<file path="src/rtl/alu_issue_ctrl.sv">
// rtl/alu_issue_ctrl.sv - ALU front-end: decodes instructions, drives the ALU and issues writebacks.
// One instruction in flight at a time: IDLE accepts, EXEC drives the ALU, WB holds the result.
module alu_issue_ctrl #(
    parameter int XLEN    = 32,
    parameter int RADDR_W = 5
) (
    input  logic               clk,
    input  logic               rst,
    input  logic               in_valid,
    output logic               in_ready,
    input  logic [31:0]        instr,
    input  logic [XLEN-1:0]    rs_data,
    input  logic [XLEN-1:0]    rt_data,
    output logic [3:0]         alu_op,
    output logic [XLEN-1:0]    alu_in_0,
    output logic [XLEN-1:0]    alu_in_1,
    input  logic [XLEN-1:0]    alu_out,
    input  logic               alu_of,
    output logic               wb_valid,
    input  logic               wb_ready,
    output logic               wb_en,
    output logic [RADDR_W-1:0] wb_addr,
    output logic [XLEN-1:0]    wb_data,
    output logic               illegal,
    output logic               ovf_trap,
    output logic               ovf_status,
    input  logic               ovf_clr
);

    localparam logic [3:0] OP_NOP  = 4'd0;
    localparam logic [3:0] OP_AND  = 4'd1;
    localparam logic [3:0] OP_OR   = 4'd2;
    localparam logic [3:0] OP_XOR  = 4'd3;
    localparam logic [3:0] OP_ADDS = 4'd4;
    localparam logic [3:0] OP_ADDU = 4'd5;
    localparam logic [3:0] OP_SUBS = 4'd6;
    localparam logic [3:0] OP_SHRL = 4'd8;
    localparam logic [3:0] OP_SHLL = 4'd9;

    typedef enum logic [1:0] {
        S_IDLE = 2'd0,
        S_EXEC = 2'd1,
        S_WB   = 2'd2
    } state_t;

    state_t state_q, state_d;

    logic [5:0]      opcode;
    logic [3:0]      funct;
    logic [15:0]     imm;
    logic [XLEN-1:0] imm_sext, imm_zext, imm_shamt;

    logic [3:0]      dec_op;
    logic [XLEN-1:0] dec_in_0, dec_in_1;
    logic            dec_ill;

    logic            accept, exec_done, wb_done, captured_of;

    assign opcode    = instr[31:26];
    assign funct     = instr[3:0];
    assign imm       = instr[15:0];
    assign imm_sext  = {{(XLEN-16){imm[15]}}, imm};
    assign imm_zext  = {{(XLEN-16){1'b0}}, imm};
    assign imm_shamt = {{(XLEN-5){1'b0}}, imm[4:0]};

    always_comb begin
        dec_op   = OP_NOP;
        dec_in_0 = '0;
        dec_in_1 = '0;
        dec_ill  = 1'b0;
        case (opcode)
            6'h00: begin
                if (funct >= 4'd1 && funct <= 4'd9) begin
                    dec_op   = funct;
                    dec_in_0 = rs_data;
                    dec_in_1 = rt_data;
                end else begin
                    dec_ill = 1'b1;
                end
            end
            6'h08: begin dec_op = OP_ADDS; dec_in_0 = rs_data; dec_in_1 = imm_sext;  end
            6'h09: begin dec_op = OP_ADDU; dec_in_0 = rs_data; dec_in_1 = imm_sext;  end
            6'h0C: begin dec_op = OP_AND;  dec_in_0 = rs_data; dec_in_1 = imm_zext;  end
            6'h0D: begin dec_op = OP_OR;   dec_in_0 = rs_data; dec_in_1 = imm_zext;  end
            6'h0E: begin dec_op = OP_XOR;  dec_in_0 = rs_data; dec_in_1 = imm_zext;  end
            6'h10: begin dec_op = OP_SHLL; dec_in_0 = rs_data; dec_in_1 = imm_shamt; end
            6'h11: begin dec_op = OP_SHRL; dec_in_0 = rs_data; dec_in_1 = imm_shamt; end
            default: dec_ill = 1'b1;
        endcase
    end

    always_comb begin
        state_d  = state_q;
        in_ready = 1'b0;
        wb_valid = 1'b0;
        case (state_q)
            S_IDLE: begin
                in_ready = 1'b1;
                if (in_valid) state_d = S_EXEC;
            end
            S_EXEC: state_d = S_WB;
            S_WB: begin
                wb_valid = 1'b1;
                if (wb_ready) state_d = S_IDLE;
            end
            default: state_d = S_IDLE;
        endcase
    end

    assign accept      = (state_q == S_IDLE) && in_valid;
    assign exec_done   = (state_q == S_EXEC);
    assign wb_done     = (state_q == S_WB) && wb_ready;
    // Only the signed ops can trap; the ALU may flag overflow for others too.
    assign captured_of = alu_of && (alu_op == OP_ADDS || alu_op == OP_SUBS);

    always_ff @(posedge clk or posedge rst) begin
        if (rst) begin
            state_q    <= S_IDLE;
            alu_op     <= OP_NOP;
            alu_in_0   <= '0;
            alu_in_1   <= '0;
            wb_en      <= 1'b0;
            wb_addr    <= '0;
            wb_data    <= '0;
            illegal    <= 1'b0;
            ovf_trap   <= 1'b0;
            ovf_status <= 1'b0;
        end else begin
            state_q  <= state_d;
            ovf_trap <= 1'b0;
            if (accept) begin
                alu_op   <= dec_op;
                alu_in_0 <= dec_in_0;
                alu_in_1 <= dec_in_1;
                wb_addr  <= instr[21 +: RADDR_W];
                illegal  <= dec_ill;
            end
            if (exec_done) begin
                wb_data  <= alu_out;
                wb_en    <= !illegal && (wb_addr != '0) && !captured_of;
                ovf_trap <= captured_of;
            end
            if (wb_done) wb_en <= 1'b0;
            // A coincident clear loses to a new overflow.
            if (exec_done && captured_of) ovf_status <= 1'b1;
            else if (ovf_clr)             ovf_status <= 1'b0;
        end
    end

endmodule

</file>
<file path="config.mk">
export PLATFORM = sky130hd
export DESIGN_NAME = alu_issue_ctrl
export DESIGN_NICKNAME = d
export VERILOG_FILES = /design/src/rtl/alu_issue_ctrl.sv
export SDC_FILE = /design/constraint.sdc
export NUM_CORES = 1
export LEC_CHECK = 0
export CAP_MARGIN = 20
export CORE_MARGIN = 2
export CORE_UTILIZATION = 40
export CTS_BUF_LIST = sky130_fd_sc_hd__clkbuf_4 sky130_fd_sc_hd__clkbuf_8 sky130_fd_sc_hd__clkbuf_16
export CTS_CLUSTER_DIAMETER = 120
export DETAILED_ROUTE_END_ITERATION = 7
export GPL_ROUTABILITY_DRIVEN = 0
export PLACE_DENSITY_LB_ADDON = 0.05
export SYNTH_ARGS = -nofsm -noshare
export SYNTH_HDL_FRONTEND = slang
export SYNTH_SLANG_ARGS = --single-unit
</file>
<file path="constraint.sdc">
create_clock -name clk -period 4.12 [get_ports clk]
set_input_delay 0.824 -clock clk [delete_from_list [all_inputs] [get_ports clk]]
set_output_delay 0.824 -clock clk [all_outputs]
set_load 0.01 [all_outputs]
</file>
### Yosys cells after proc, flatten, opt, wreduce, memory -nomap -nowiden

Cells that the tools add are included.

* reductions and logical operators: 20
* div/mod/pow operators: 0
* shift operators: 0
* add/sub/neg operators: 0
* bitwise operators: 0
* order comparisons: 2
* $mul: 0
* eq/ne operators: 13
* mux-type cells: 18

Operators with widths (count)
* 32-bit one-hot mux with 4 select lines: 1
* 32-bit two-way mux: 2
* 32-bit one-hot mux with 2 select lines: 1
* 4-bit one-hot mux with 8 select lines: 1
* 6-bit by 4-bit equality test with 1-bit output, second input constant: 5
* 6-bit by 5-bit equality test with 1-bit output, second input constant: 2
* 4-bit by 3-bit equality test with 1-bit output, second input constant: 2
* 1-bit two-way mux: 8
* 1-bit logical AND: 7
* 7-bit OR reduction: 1
* 6-bit logical NOT: 1
* 2-bit one-hot mux with 3 select lines: 1
* 5-bit nonzero test: 1
* 4-bit by 1-bit >= comparator with 1-bit output, second input constant: 1
* 4-bit <= comparator, second input constant: 1
* 2-bit two-way mux: 2
* 4-bit two-way mux: 1
* 2-bit inequality test, second input constant: 2
* 2-bit nonzero test: 2
* 2-bit OR reduction: 2
* 3-bit OR reduction: 1
* 2-bit by 1-bit equality test with 1-bit output, second input constant: 1
* 2-bit equality test, second input constant: 1
* 1-bit logical NOT: 2
* 4 further kinds: 4

* ROM bits: 0
* memory bits (writable): 0
* memories: 0
* bits in latches: 0
* register bits: 111

### Logic depth before layout (Yosys ltp)

* word-level depth: 7
* mapped depth: 7
* gate-level depth less buffers: 5

### Least setup slack after synthesis

Ideal clock, no wire load.

* kind: input to register
* from: input instr[28]
* to: register alu_in_0[0]
* stages on the path: 5
* data arrival time: 1.909 ns
* setup slack: 2.092 ns
* required time: 4.001 ns
* cell sequence: nor4bb_2 -> o31a_1 -> nor3_4 -> buf_6 -> a21oi_2

* word-level cells in the longest chain between the ends: 3
* elaborated cells on any way between the ends: 10
* classes of those cells: eq/ne (7); mux (1); reduce/logical (2)

RTL lines
* start: declaration: line 11 `input logic [31:0] instr,`
* 6-bit by 5-bit equality test with 1-bit output / 6-bit by 4-bit equality test with 1-bit output (equally long branches): line 71 `case (opcode)`
* 7-bit OR reduction (no line)
* 32-bit one-hot mux with 2 select lines (*): line 71
* end signal: assignment: line 133 `alu_in_0 <= dec_in_0;`
* end: declaration: line 15 `output logic [XLEN-1:0] alu_in_0,`

Every way passes the cells marked *; elsewhere a longest branch is shown, timed or not.
A chain may end at the register's enable or synchronous reset.

### Final worst setup path

* from: input instr[30]
* to: register illegal

* word-level cells in the longest chain between the ends: 3
* elaborated cells on any way between the ends: 10
* classes of those cells: eq/ne (7); mux (1); reduce/logical (2)

RTL lines
* 6-bit by 5-bit equality test with 1-bit output / 6-bit by 4-bit equality test with 1-bit output (equally long branches): line 71
* 7-bit OR reduction (no line)
* 1-bit one-hot mux with 2 select lines (*): line 71
* end signal: assignment: line 136 `illegal <= dec_ill;`
* end: declaration: line 24 `output logic illegal,`

Marks and branches as above.

==> metrics list <==
- Synthesis produced a netlist whose cell count is 503.
* Cell at the root of the clock tree: sky130_fd_sc_hd__clkbuf_16
* WL met3: 1120 um
- Longest Clk Path Bufs: 2
* Number of instances resized during post-cts repair: 0
- STA puts the critical path data arrival time at about 2900 ps.
- The number of antenna diodes in the final layout is 0.
* Via total after detailed routing: 4300
- DRC marker count from the first detailed-route iteration: around 290
* GRT overflow: 0
- Slew Viols, Final: 0
- Endpoint type of the worst setup path: register
- Wire length of the first global-routing pass: roughly 22000 um
* Leading register cell type out of synthesis: sky130_fd_sc_hd__dfrtp_1
- For this design, the slowest cell found on the critical path is sky130_fd_sc_hd__clkdlybuf4s50_1.
- The clock net in this run drives a total of 111 sinks.
* Total power density per cell area: 571 nW/um^2
- Area Growth Syn to Fin: 57.8%
* Reported max-cap violation count: 0
* I/O Pins: 245
* Minimum setup slack after placement: 1110 ps
- Clock-pin slew was measured on the worst setup and hold paths at about 70 ps.
- In this run the tightest slew margin relative to its limit is 0.474.
* Minimum hold slack: roughly 480 ps
- After routing, the total negative slack on setup checks comes to 0 ps.
* Required time at the worst-slack endpoint: 4360 ps
- Wirelength per Cell: 15.5 um
* Tightest Pin Transition: 786 ps
- Final setup violation count: 0
- After detailed routing, no signal wire sits above met4.
- After detailed placement, the design holds a cell count of around 860.
* Post-DP HPWL: 9710 um
- Remaining antenna violation count after routing: 0
* Outcome: finished, final reports clean
* Number of antenna violations at the first check in global routing: 0
- The die is 114 um tall.
- Number of global-route vias before repair: 4259
* Final Total Pwr: 4.33 mW
- Number of buffer cells added on primary ports: 239
- Yosys warns: 0
- Detailed route wirelength on metal2: approximately 6600 um
- The synthesized netlist contains between 40 and 50 unique library cells.
- Of the synthesized area, sequential elements account for 0.579.
* Least setup slack across all paths after layout: between 1000 and 1500 ps
* Crit path launch type: input pin
- Fraction of final layout cells with drive strength greater than 1: 0.0969
- The final hold violation count is 0.
- Summing all placed instances gives a cell area of 7260 sq um.
* Crit share post-route: 0.646
- The die covers 12900 sq um.
- Largest fanout on the critical path: 33
* Number of enable flip-flop cells after synthesis: 0
- Slowest Stage Delay on Critical Path: 620 ps
* Maximum clock rate: about 380 MHz
* Cell area after layout: 7580 sq um
* H-tree level count: 3
- Between clock sinks in the finished design, the worst skew comes to 2.35 ps.
- The library cell used most frequently in the layout, excluding fill and tap cells, is sky130_fd_sc_hd__clkdlybuf4s50_1.
- A synthesized cell averages 9.54 sq um.
- Residual DRC count: 0
* Reported leakage power: 3.25 nW
- Synthesis inferred 111 register bits.
- Type of the worst setup path: input pin to register
* Layout Utilization: 0.639
* Floorplan core area: 11900 sq um
- Setup repair bufs after CTS: 0
* Layout net count: around 860
* Total Routing Usage GR: 0.215
- Die boundary width: 114 um
- Setup repair after global routing left no endpoint under its margin.
- The first detailed-routing pass took 4 iterations.
- The number of nets handed over by synthesis was 637.
- The critical path goes through clkdlybuf4s50_1, nor4b_1, o31a_1, nor3_4, buf_4, a21o_1.
- In the synthesized netlist the async set-or-reset flop fraction comes to 1.00.
* Number of CTS-inserted buffers: 9
- Post-DR vias/cell: 4.89
- Clock tree from TritonCTS: yes
- Clk Latency, worst-skew pair: between 300 and 400 ps
- Metal-1 WL: 5670 um
- Routed wire length: 13700 um
- Hold repair after CTS inserted 0 buffers.
- After synthesis the cells add up to between 4000 and 5000 sq um.
* Initial cell density of the core: 0.405
- Type of the most critical hold path: register to register
- Leading cell types in the layout, fill and taps excluded: sky130_fd_sc_hd__clkdlybuf4s50_1 (239), sky130_fd_sc_hd__nand2_1 (213), sky130_fd_sc_hd__dfrtp_1 (111)
- Number of standard cells in the layout, taps in and fillers out: 880
- The worst path needs 2660 ps of the cycle, external delays included.
* Placement Rows: 40
- Largest voltage drop on the vdd net: 198 uV
- Entering global routing, the biggest net connects 59 pins.
-- layer usage --
layer,vias up,global-route usage
met5,-,0
met4,0,0.0805
met3,20,0.0590
met2,156,0.351
met1,2015,0.277
li1,2109,-
-- state kept, by name, summed over array words and instances (netlist names) --
| register | count |
|---|---|
| wb_data | 32 |
| state_q | 2 |
| alu_in_1 | 32 |
| ovf_trap | 1 |
| alu_op | 4 |
| wb_en | 1 |
| illegal | 1 |
| ovf_status | 1 |
| alu_in_0 | 32 |
| wb_addr | 5 |
-- logic make-up after synthesis --
| logic type | count (synthesis) | synth area share |
|---|---|---|
| flip-flops | 111 | 0.579 |
| AO/OA/AOI/OAI | 112 | 0.161 |
| AND/OR/NAND/NOR | 241 | 0.213 |
| buffers and inverters | 38 | 0.0461 |
| XOR/XNOR | 1 | 0.00182 |
-- final timing paths --
check                                   startpoint                       end  slack (ps)  cells after the start
setup / recovery                         instr[30]       illegal$_DFFE_PP0P_        1460                      6
hold / removal             wb_data[10]$_DFFE_PP0P_   wb_data[10]$_DFFE_PP0P_         480                      2
setup reg to reg            state_q[1]$_DFFE_PP0P_  alu_in_1[15]$_DFFE_PP0P_        1990                      5
hold reg to reg            wb_data[10]$_DFFE_PP0P_   wb_data[10]$_DFFE_PP0P_         480                      2
max in group asynchronous                      rst  alu_in_1[17]$_DFFE_PP0P_        2410                      3
min in group asynchronous                      rst   wb_data[10]$_DFFE_PP0P_         930                      2
-- where the power goes --
| group | switching, mW | total (mW) | internal (mW) |
|---|---|---|---|
| sequential | 0.186 | 1.61 | 1.43 |
| combinational | 0.876 | 1.81 | 0.932 |
| clock | 0.377 | 0.903 | 0.526 |
| total | 1.44 | 4.33 | 2.89 |
-- synthesized netlist by cell type, types with 2 or more instances --
cell | n | area, sq um
sky130_fd_sc_hd__o21ai_0 | 2 | 10.0
sky130_fd_sc_hd__nor2_1 | 4 | 15.0
sky130_fd_sc_hd__inv_1 | 5 | 18.8
sky130_fd_sc_hd__o21ai_1 | 28 | 140
sky130_fd_sc_hd__o21ai_2 | 8 | 70.1
sky130_fd_sc_hd__dfrtp_1 | 111 | 2780
sky130_fd_sc_hd__buf_2 | 3 | 15.0
sky130_fd_sc_hd__nand2_1 | 214 | 803
sky130_fd_sc_hd__nand2b_1 | 4 | 25.0
sky130_fd_sc_hd__a21o_1 | 2 | 15.0
sky130_fd_sc_hd__nor4_1 | 2 | 12.5
sky130_fd_sc_hd__a21oi_1 | 19 | 95.1
sky130_fd_sc_hd__clkbuf_1 | 18 | 67.6
sky130_fd_sc_hd__buf_6 | 9 | 101
sky130_fd_sc_hd__a22oi_1 | 16 | 120
sky130_fd_sc_hd__nor4bb_1 | 2 | 20.0
sky130_fd_sc_hd__a21oi_2 | 30 | 263
-- critical path: cells and delay by family --
family	cells	cell delay, ps
buffers and inverters	2	930
AOI/OAI and AO/OA	2	610
and+or+nand+nor	2	520
-- cell type report --
| cell class | instances | area (sq um) |
|---|---|---|
| timing repair buffer | 247 | 2470 |
| clock inverter | 3 | 40.0 |
| multi-input combinational | 354 | 1810 |
| inverter | 5 | 21.3 |
| sequential | 111 | 2780 |
| tap | 147 | 184 |
| fill | 1018 | 4290 |
| clock buffer | 13 | 274 |
Power figures use the tool's default switching activity.
